<file path="src/rtl/pool_pkg.sv">
// Shared types for the max-pool sequencer: FSM states, widths and latched config.
package pool_pkg;

  localparam int DIM_W  = 6;
  localparam int WIN_W  = 3;
  localparam int DATA_W = 8;

  typedef enum logic [2:0] {
    IDLE,
    RD_REQ,
    RD_WAIT,
    WR_REQ,
    DONE
  } pool_ctrl_state_e;

  typedef struct packed {
    logic [DIM_W-1:0] m;
    logic [DIM_W-1:0] n;
    logic [WIN_W-1:0] p;
    logic [WIN_W-1:0] q;
  } pool_cfg_t;

endpackage

</file>
<file path="src/rtl/pool_addr_gen.sv">
// Window/element walker: produces read and write byte addresses with adders only.
module pool_addr_gen
  import pool_pkg::*;
#(
  parameter int ADDR_WIDTH = 12
) (
  input  logic                  clk,
  input  logic                  rst_n,
  input  logic                  init_i,
  input  logic                  step_elem_i,
  input  logic                  step_win_i,
  input  pool_cfg_t             cfg_i,
  input  logic [ADDR_WIDTH-1:0] rd_base_i,
  input  logic [ADDR_WIDTH-1:0] wr_base_i,
  output logic [ADDR_WIDTH-1:0] rd_addr_o,
  output logic [ADDR_WIDTH-1:0] wr_addr_o,
  output logic                  last_elem_o,
  output logic                  last_win_o
);

  logic [WIN_W-1:0]      i_q, j_q;
  // Rows/columns still available beyond the current window; replaces r/c counters
  // so the last window is found without dividing M by P or N by Q.
  logic [DIM_W-1:0]      r_left_q, c_left_q;
  logic [ADDR_WIDTH-1:0] elem_q, row_q, win_q, winrow_q, rowst_q, wr_q;
  logic [ADDR_WIDTH-1:0] n_a, q_a, next_row_d, next_win_d;
  logic                  last_col, last_row;

  assign n_a        = ADDR_WIDTH'(cfg_i.n);
  assign q_a        = ADDR_WIDTH'(cfg_i.q);
  assign next_row_d = rowst_q + n_a;
  assign next_win_d = win_q + q_a;
  assign last_col   = c_left_q < DIM_W'(cfg_i.q);
  assign last_row   = r_left_q < DIM_W'(cfg_i.p);

  always_ff @(posedge clk) begin
    if (!rst_n) begin
      i_q      <= '0;
      j_q      <= '0;
      r_left_q <= '0;
      c_left_q <= '0;
      elem_q   <= '0;
      row_q    <= '0;
      win_q    <= '0;
      winrow_q <= '0;
      rowst_q  <= '0;
      wr_q     <= '0;
    end else if (init_i) begin
      i_q      <= '0;
      j_q      <= '0;
      r_left_q <= cfg_i.m - DIM_W'(cfg_i.p);
      c_left_q <= cfg_i.n - DIM_W'(cfg_i.q);
      elem_q   <= rd_base_i;
      row_q    <= rd_base_i;
      win_q    <= rd_base_i;
      winrow_q <= rd_base_i;
      rowst_q  <= rd_base_i;
      wr_q     <= wr_base_i;
    end else if (step_win_i) begin
      i_q  <= '0;
      j_q  <= '0;
      wr_q <= wr_q + ADDR_WIDTH'(1);
      if (last_col) begin
        // rowst_q sits on the last element row of this window row, so one more N
        // lands on the first row of the next window row.
        c_left_q <= cfg_i.n - DIM_W'(cfg_i.q);
        r_left_q <= r_left_q - DIM_W'(cfg_i.p);
        elem_q   <= next_row_d;
        row_q    <= next_row_d;
        win_q    <= next_row_d;
        winrow_q <= next_row_d;
        rowst_q  <= next_row_d;
      end else begin
        c_left_q <= c_left_q - DIM_W'(cfg_i.q);
        elem_q   <= next_win_d;
        row_q    <= next_win_d;
        win_q    <= next_win_d;
        rowst_q  <= winrow_q;
      end
    end else if (step_elem_i) begin
      if (j_q == cfg_i.q - WIN_W'(1)) begin
        j_q     <= '0;
        i_q     <= i_q + WIN_W'(1);
        row_q   <= row_q + n_a;
        elem_q  <= row_q + n_a;
        rowst_q <= next_row_d;
      end else begin
        j_q    <= j_q + WIN_W'(1);
        elem_q <= elem_q + ADDR_WIDTH'(1);
      end
    end
  end

  assign rd_addr_o   = elem_q;
  assign wr_addr_o   = wr_q;
  assign last_elem_o = (i_q == cfg_i.p - WIN_W'(1)) && (j_q == cfg_i.q - WIN_W'(1));
  assign last_win_o  = last_row && last_col;

endmodule

</file>
<file path="src/rtl/pool_ctrl.sv">
// Max-pool sequencer: one read per window element, running signed max, one write per window.
module pool_ctrl #(
  parameter int ADDR_WIDTH = 12,
  parameter int DIM_W      = 6,
  parameter int WIN_W      = 3,
  parameter int DATA_W     = 8
) (
  input  logic                  clk,
  input  logic                  rst_n,
  input  logic                  sw_pool_start,
  input  logic [ADDR_WIDTH-1:0] sw_cnn_pool_rd_addr,
  input  logic [ADDR_WIDTH-1:0] sw_pool_wr_addr,
  input  logic [DIM_W-1:0]      sw_cnn_pool_rd_m,
  input  logic [DIM_W-1:0]      sw_cnn_pool_rd_n,
  input  logic [WIN_W-1:0]      sw_pool_m,
  input  logic [WIN_W-1:0]      sw_pool_n,
  output logic                  cnn_sw_busy_ind,
  output logic                  pool_done,
  output logic                  pool_err,
  output logic                  rd_req,
  output logic [ADDR_WIDTH-1:0] rd_addr,
  input  logic                  rd_gnt,
  input  logic                  rd_valid,
  input  logic [DATA_W-1:0]     rd_data,
  output logic                  wr_req,
  output logic [ADDR_WIDTH-1:0] wr_addr,
  output logic [DATA_W-1:0]     wr_data,
  input  logic                  wr_gnt
);
  import pool_pkg::*;

  pool_ctrl_state_e  state_q;
  pool_cfg_t         cfg_q, sw_cfg, cfg_use;
  logic              busy_q, done_q, err_q, rd_req_q, wr_req_q, first_q;
  logic [DATA_W-1:0] max_q;
  logic              cfg_bad, start_acc, init, step_elem, step_win, last_elem, last_win;

  assign sw_cfg    = '{m: sw_cnn_pool_rd_m, n: sw_cnn_pool_rd_n, p: sw_pool_m, q: sw_pool_n};
  // The walker loads from the live inputs on the start cycle, then from the latched copy.
  assign cfg_use   = (state_q == IDLE) ? sw_cfg : cfg_q;
  assign cfg_bad   = (sw_pool_m == '0) || (sw_pool_n == '0) ||
                     (DIM_W'(sw_pool_m) > sw_cnn_pool_rd_m) ||
                     (DIM_W'(sw_pool_n) > sw_cnn_pool_rd_n);
  assign start_acc = (state_q == IDLE) && sw_pool_start;
  assign init      = start_acc && !cfg_bad;
  assign step_elem = (state_q == RD_WAIT) && rd_valid && !last_elem;
  assign step_win  = (state_q == WR_REQ) && wr_gnt && !last_win;

  pool_addr_gen #(
    .ADDR_WIDTH(ADDR_WIDTH)
  ) u_addr_gen (
    .clk         (clk),
    .rst_n       (rst_n),
    .init_i      (init),
    .step_elem_i (step_elem),
    .step_win_i  (step_win),
    .cfg_i       (cfg_use),
    .rd_base_i   (sw_cnn_pool_rd_addr),
    .wr_base_i   (sw_pool_wr_addr),
    .rd_addr_o   (rd_addr),
    .wr_addr_o   (wr_addr),
    .last_elem_o (last_elem),
    .last_win_o  (last_win)
  );

  always_ff @(posedge clk) begin
    if (!rst_n) begin
      state_q  <= IDLE;
      cfg_q    <= '0;
      busy_q   <= 1'b0;
      done_q   <= 1'b0;
      err_q    <= 1'b0;
      rd_req_q <= 1'b0;
      wr_req_q <= 1'b0;
      first_q  <= 1'b0;
      max_q    <= '0;
    end else begin
      case (state_q)
        IDLE: begin
          if (start_acc) begin
            cfg_q <= sw_cfg;
            if (cfg_bad) begin
              err_q   <= 1'b1;
              done_q  <= 1'b1;
              state_q <= DONE;
            end else begin
              err_q    <= 1'b0;
              busy_q   <= 1'b1;
              rd_req_q <= 1'b1;
              first_q  <= 1'b1;
              state_q  <= RD_REQ;
            end
          end
        end
        RD_REQ: begin
          if (rd_gnt) begin
            rd_req_q <= 1'b0;
            state_q  <= RD_WAIT;
          end
        end
        RD_WAIT: begin
          if (rd_valid) begin
            first_q <= 1'b0;
            if (first_q || ($signed(rd_data) > $signed(max_q))) max_q <= rd_data;
            if (last_elem) begin
              wr_req_q <= 1'b1;
              state_q  <= WR_REQ;
            end else begin
              rd_req_q <= 1'b1;
              state_q  <= RD_REQ;
            end
          end
        end
        WR_REQ: begin
          if (wr_gnt) begin
            wr_req_q <= 1'b0;
            if (last_win) begin
              busy_q  <= 1'b0;
              done_q  <= 1'b1;
              state_q <= DONE;
            end else begin
              rd_req_q <= 1'b1;
              first_q  <= 1'b1;
              state_q  <= RD_REQ;
            end
          end
        end
        DONE: begin
          done_q  <= 1'b0;
          state_q <= IDLE;
        end
        default: state_q <= IDLE;
      endcase
    end
  end

  assign cnn_sw_busy_ind = busy_q;
  assign pool_done       = done_q;
  assign pool_err        = err_q;
  assign rd_req          = rd_req_q;
  assign wr_req          = wr_req_q;
  assign wr_data         = max_q;

endmodule

</file>
<file path="config.mk">
export PLATFORM = sky130hd
export DESIGN_NAME = pool_ctrl
export DESIGN_NICKNAME = d
export VERILOG_FILES = /design/src/rtl/pool_pkg.sv /design/src/rtl/pool_addr_gen.sv /design/src/rtl/pool_ctrl.sv
export SDC_FILE = /design/constraint.sdc
export NUM_CORES = 1
export LEC_CHECK = 0
export BUFFER_PORTS_ARGS = -buffer_cell sky130_fd_sc_hd__buf_4
export CORE_MARGIN = 4
export CORE_UTILIZATION = 60
export DETAILED_ROUTE_END_ITERATION = 6
export GPL_ROUTABILITY_DRIVEN = 0
export PLACE_DENSITY = 0.84
export SLEW_MARGIN = 20
export SYNTH_ARGS = -nofsm -noshare
export SYNTH_HDL_FRONTEND = slang
export SYNTH_HIERARCHICAL = 1
export SYNTH_SLANG_ARGS = --single-unit
export TNS_END_PERCENT = 5
</file>
<file path="constraint.sdc">
create_clock -name clk -period 5.6 [get_ports clk]
set_input_delay 1.12 -clock clk [delete_from_list [all_inputs] [get_ports clk]]
set_output_delay 1.12 -clock clk [all_outputs]
set_load 0.02 [all_outputs]
</file>
Word-level counts from Yosys, hierarchy flattened
Cells that the tools add are included.
{"block": "totals", "out_inout_bits": 37, "input_bits": 56, "regBits": 125}
{"block": "classes", "order_cmp": 5, "n_eq_ne": 16, "mux": 59, "add_sub_neg": 13, "bitwise": 1, "n_reduce_logical": 39}
{"op": "$mux 12", "count": 20}
{"op": "$mux 6", "count": 6}
{"op": "$add 12x1->12 const B", "count": 2}
{"op": "$add 12x6->12", "count": 2}
{"op": "$sub 6x3->6", "count": 4}
{"op": "$mux 3", "count": 7}
{"op": "$ne 2x2->1 const B", "count": 10}
{"op": "$mux 1", "count": 18}
{"op": "$mux 18", "count": 1}
{"op": "$add 12x3->12", "count": 1}
{"op": "$gt 3x6->1", "count": 2}
{"op": "$lt 6x3->1", "count": 2}
{"op": "$pmux 3 s4", "count": 1}
{"op": "$reduce_bool 3->1", "count": 4}
{"op": "$reduce_and 5->1", "count": 2}
{"op": "$logic_not 3->1", "count": 3}
{"op": "$gt 8x8->1", "count": 1}
{"op": "$logic_and 1x1->1", "count": 8}
{"op": "$reduce_and 2->1", "count": 4}
{"op": "$reduce_and 4->1", "count": 2}
{"op": "$reduce_and 8->1", "count": 1}
{"op": "$reduce_bool 2->1", "count": 4}
{"op": "$add 3x1->3 const B", "count": 2}
{"op": "$eq 3x2->1 const B", "count": 2}
{"op": "15 further kinds", "count": 24}

Logic depth before layout (Yosys ltp)
{"block": "logic_depth", "ltp_word": 10, "mapped_depth": 20, "ltp_nobuf": 15}

Cells and area by module
The synthesis kept the hierarchy.
{"mod": "pool_addr_gen", "area_per_inst_um2": 6187.2, "seq_area_each_um2": 1801.7, "n_inst": 1, "cells_each": 792}
{"mod": "pool_ctrl", "area_per_inst_um2": 2118.3, "seq_area_each_um2": 700.7, "n_inst": 1, "cells_each": 257}

Worst setup path before layout
No wires, ideal clock.
{"block": "synth_path", "path_kind": "input port to flip-flop", "startpoint": "in sw_pool_n[0]", "endpoint": "reg u_addr_gen.elem_q[2], in the netlist u_addr_gen/rd_addr_o[2]", "required_ns": 5.509, "path_slack_ns": 1.130, "path_stages": 15, "arrival_ns": 4.380, "setup_ns": 0.091, "path_cell_list": "mux2_2 > ha_1 > inv_1 > fa_1 > a211oi_4 > nand2_2 > clkbuf_1 > nor4_1 > nor3_1 > clkbuf_1 > nor2_1 > clkbuf_1 > clkbuf_1 > o211ai_1 > a311oi_1"}
{"block": "synth_between", "elab_chain_len": 7, "word_cells_on_any_way": 24, "cone_classes": "add/sub (2); order compare (2); eq/ne (1); mux (6); reduce/logical (13)"}
{"element": "start, declared", "line": "pool_ctrl.sv:16", "rtl": "input logic [WIN_W-1:0] sw_pool_n,"}
{"element": "$mux 18 *", "line": "pool_ctrl.sv:40", "rtl": "assign cfg_use = (state_q == IDLE) ? sw_cfg : cfg_q;"}
{"element": "$lt 6x3->1 *", "line": "pool_addr_gen.sv:33", "rtl": "assign last_col = c_left_q < DIM_W'(cfg_i.q);"}
{"element": "$logic_and 1x1->1 *", "line": "pool_addr_gen.sv:97", "rtl": "assign last_win_o = last_row && last_col;"}
{"element": "net last_win", "line": "pool_ctrl.sv:36", "rtl": "logic cfg_bad, start_acc, init, step_elem, step_win, last_elem, last_win;"}
{"element": "$logic_not 1->1 *", "line": "pool_ctrl.sv:47", "rtl": "assign step_win = (state_q == WR_REQ) && wr_gnt && !last_win;"}
{"element": "$logic_and 1x1->1 *", "line": "pool_ctrl.sv:47"}
{"element": "net step_win", "line": "pool_ctrl.sv:36"}
{"element": "$mux 12", "line": "pool_addr_gen.sv:59", "rtl": "end else if (step_win_i) begin"}
{"element": "$mux 12", "line": "pool_addr_gen.sv:48", "rtl": "end else if (init_i) begin"}
{"element": "end signal, assigned", "line": "pool_addr_gen.sv:53", "rtl": "elem_q <= rd_base_i;"}
{"element": "end signal, assigned", "line": "pool_addr_gen.sv:68", "rtl": "elem_q <= next_row_d;"}
{"element": "end signal, assigned", "line": "pool_addr_gen.sv:75", "rtl": "elem_q <= next_win_d;"}
{"element": "end, declared", "line": "pool_addr_gen.sv:25", "rtl": "logic [ADDR_WIDTH-1:0] elem_q, row_q, win_q, winrow_q, rowst_q, wr_q;"}
The timed path passes the listed nets; every way through them passes the cells marked *. The select of a mux whose other input is x is not followed.
A chain may end at the register's enable or synchronous reset.

==> summary.md <==
| Metric | Value |
|---|---|
| N_diodes | `0` |
| Multi-input logic area | `5380 µm²` |
| WL final | `23,700 µm` |
| Initial cell density of the core | `between 60% and 70%` |
| Worst VDD drop | `0.229 mV` |
| Number of buffers inserted by port buffering | `92` |
| Leak Pwr | `3.94 nW` |
| Fin nets | `1,228` |
| Leading post-synthesis cells by cell area | `dfxtp_1 30%, ha_1 7.1%, nand2_1 6.6%, a21oi_1 6.4%, xnor2_1 4.2%` |
| Synth Flop Type | `dfxtp_1` |
| Cell variety after synth | `83` |
| Ratio of cells with drive above 1 in the final layout | `16.2%` |
| Worst skew pair latency | `0.43 ns` |
| CTS clock-pin slew for the worst setup and hold paths | `around 0.060 ns` |
| Slew Limit Fails | `0` |
| I/O pin total | `between 90 and 100` |
| Synthesized flop and latch total | `between 100 and 150` |
| Ys Warns | `6` |
| Flip-flop and latch area | `2500 µm²` |
| CTS Buf Count | `17` |
| Iter 0 DRT Violations | `1,180` |
| Critical Path RT | `5.90 ns` |
| Busiest grt layer | `met2` |
| P_sw | `1.23 mW` |
| Top-count cell post-synth | `nand2_1` |
| Async set-reset flop share out of synthesis | `0%` |
| Sw Ratio | `36.6%` |
| Total GRT Usage | `29.6%` |
| Vias | `between 8,000 and 9,000` |
| Met2 Usage GRT | `46.6%` |
| # DRC | `0` |
| Tmin final | `4.90 ns` |
| Global route total overflow | `0` |
| Post-synth top cells | `145 x nand2_1, 125 x dfxtp_1, 107 x a21oi_1` |
| Non-Filler Instances | `between 1,000 and 1,500` |
| Worst Max-Slew Pin Slew | `0.911 ns` |
| Drt first pass iters | `6` |
| Hold buffers post-CTS | `0` |
| Fmax | `204 MHz` |
| Setup TNS Final | `0 ns` |
| Seq pwr share | `32.2%` |
| Core area | `13,400 µm²` |
| Power share of the clock group | `31.3%` |
| Depth of the CTS H-tree | `4` |
| Cells after Synth | `1,049` |
| EDFF count, synth | `0` |
| Syn Nets | `1,159` |
| GRT met1 Usage | `39.9%` |
| Placed Cells | `1,275` |
| Vias in the first global route | `slightly below 8,000` |
| Layout area overhead | `16.3%` |
| Max Cap Violations | `0` |
| Grt met3 use | `~6.4%` |
| Placement Rows | `42` |
| Tot Pwr | `3.37 mW` |
| CTS tree | `built` |
| Setup Skew | `0.00865 ns` |
| Post-CTS sizing | `0` |
| CP arrival | `5.20 ns` |
| Die X | `126 µm` |
| Setup violators final | `0` |
| DIE AREA | `between 15,000 and 20,000 µm²` |
| Fin crit share | `87.5%` |
| Vias/cell | `6.33` |
| Worst slew margin | `39.1%` |
| Post-synthesis sequential area ratio | `about 30%` |
| WL/cell | `between 15 and 20 µm` |
| Initial antenna violation count | `0` |
| Final hold vios | `0` |
| Final antenna-violating net count | `0` |
| Endpoint class of the critical path | `flop` |
| CP Launch Type | `flop` |
| Worst Hold Class | `flop to flop` |
| CTS Sinks | `~130` |
| Root Driver | `clkbuf_16` |
| Hold slack | `roughly 0.45 ns` |
| Die Ht | `about 130 µm` |
| Max clock buf depth | `2` |
| Internal power | `roughly 2.1 mW` |
| Syn_area_per_cell | `7.92 µm²` |
| Status | `finished, final reports clean` |
| First-pass GRT wire length | `between 30,000 and 40,000 µm` |
| Worst Setup Path Type | `flop to flop` |
| PwrDens | `roughly 350 nW/µm²` |
| Post-DP HPWL | `16,400 µm` |
| Top-area cell type share of the netlist area | `30.1%` |
| Filler cells | `1,056` |
| Crit path max fanout | `24` |
| Mapped Area | `slightly above 8000 µm²` |
| Logic pwr share | `36.4%` |
| Cell taking the most area after synthesis | `dfxtp_1` |
| Largest net degree at the start of global routing | `85` |
| Post-CTS Setup Bufs | `0` |
| RSZ-0062 raised after global routing | `false` |
[critical path: stages (launching register included)]
cell and delay [ns]:
dfxtp_1 0.46, nor3_2 0.46, mux2_2 0.33, ha_1 0.19, inv_1 0.05, fa_1 0.46, a211oi_4 0.35, nand2_2 0.28
nor4_1 0.35, buf_4 0.21, nor3_2 0.08, nor2_4 0.33, nand2_1 0.64, o21ai_0 0.49, a21oi_1 0.08
[area by class of cell]
| cell class | count | area share (%) |
|---|---|---|
| Clock inverter | 7 | 0.622 |
| Tap cell | 176 | 2.28 |
| Multi-Input combinational cell | 818 | 55.7 |
| Clock buffer | 25 | 5.23 |
| Timing Repair Buffer | 107 | 8.32 |
| Sequential cell | 125 | 25.9 |
| Inverter | 49 | 1.90 |
[state kept, by name (all words and copies together), names as in the netlist, 3 cells and up]
signal                cells
u_addr_gen/win_q         12
u_addr_gen/winrow_q      12
u_addr_gen/wr_addr_o     12
u_addr_gen/rd_addr_o     12
wr_data                   8
state_q                   3
u_addr_gen/rowst_q       12
cfg_q                    18
u_addr_gen/i_q            3
u_addr_gen/j_q            3
u_addr_gen/c_left_q       6
u_addr_gen/row_q         12
u_addr_gen/r_left_q       6
[per-stage QoR]
stage	setup WS, ns	area (µm²)	utilization, %
after CTS	0.851	9660	72.1
after global routing	0.341	9660	72.1
after global placement	0.813	9090	67.9
final	0.700	9660	72.1
after floorplan	1.13	8310	-
after detailed placement	0.700	9090	67.9
[worst paths after layout]
| kind | start | end | slack [ns] | cells past startpoint |
|---|---|---|---|---|
| max | state_q[0] | u_addr_gen/rowst_q[4] | 0.70 | 14 |
| min | cfg_q[17] | cfg_q[17] | 0.45 | 2 |
| max reg2reg | state_q[0] | u_addr_gen/rowst_q[4] | 0.70 | 14 |
| min reg2reg | cfg_q[17] | cfg_q[17] | 0.45 | 2 |
[power groups by stage]
stage / logic, mW / registers, mW / clock network [mW]
after global placement: 1.15 / 1.10 / 0
final: 1.23 / 1.09 / 1.06
after CTS: 1.20 / 1.08 / 1.06
after global routing: 1.33 / 1.10 / 1.10
after detailed placement: 1.18 / 1.10 / 0
after floorplan: 0.842 / 1.11 / 0
[placed cells by master (no fill, tap or decap), types with 18 or more instances in the layout]
master    instances
nor3_1           18
dfxtp_1         125
buf_4           107
xnor2_1          40
ha_1             47
nor2_1           70
a21boi_1         19
mux2_2           21
inv_1            45
nand2_1         145
nand3_1          26
o21ai_0          68
a21oi_1         107
xor2_1           20
[metal layers]
metal | wire [µm] | share of wire [%]
met5 | 0 | 0
met4 | 658 | 2.8
met3 | 2300 | 9.7
met2 | 10700 | 45
met1 | 10100 | 43
[cell families after synthesis]
kind of cell               after synthesis  synth area share, %
xor gates and xnor gates                61                 6.61
AOI/OAI and AO/OA                      323                 25.0
adders and majority gates               54                 8.77
buffers and inverters                  106                 5.26
muxes                                   37                 4.79
and+or+nand+nor                        343                 19.5
DFF                                    125                 30.1
Note: power is estimated with default switching activity, not from simulation.
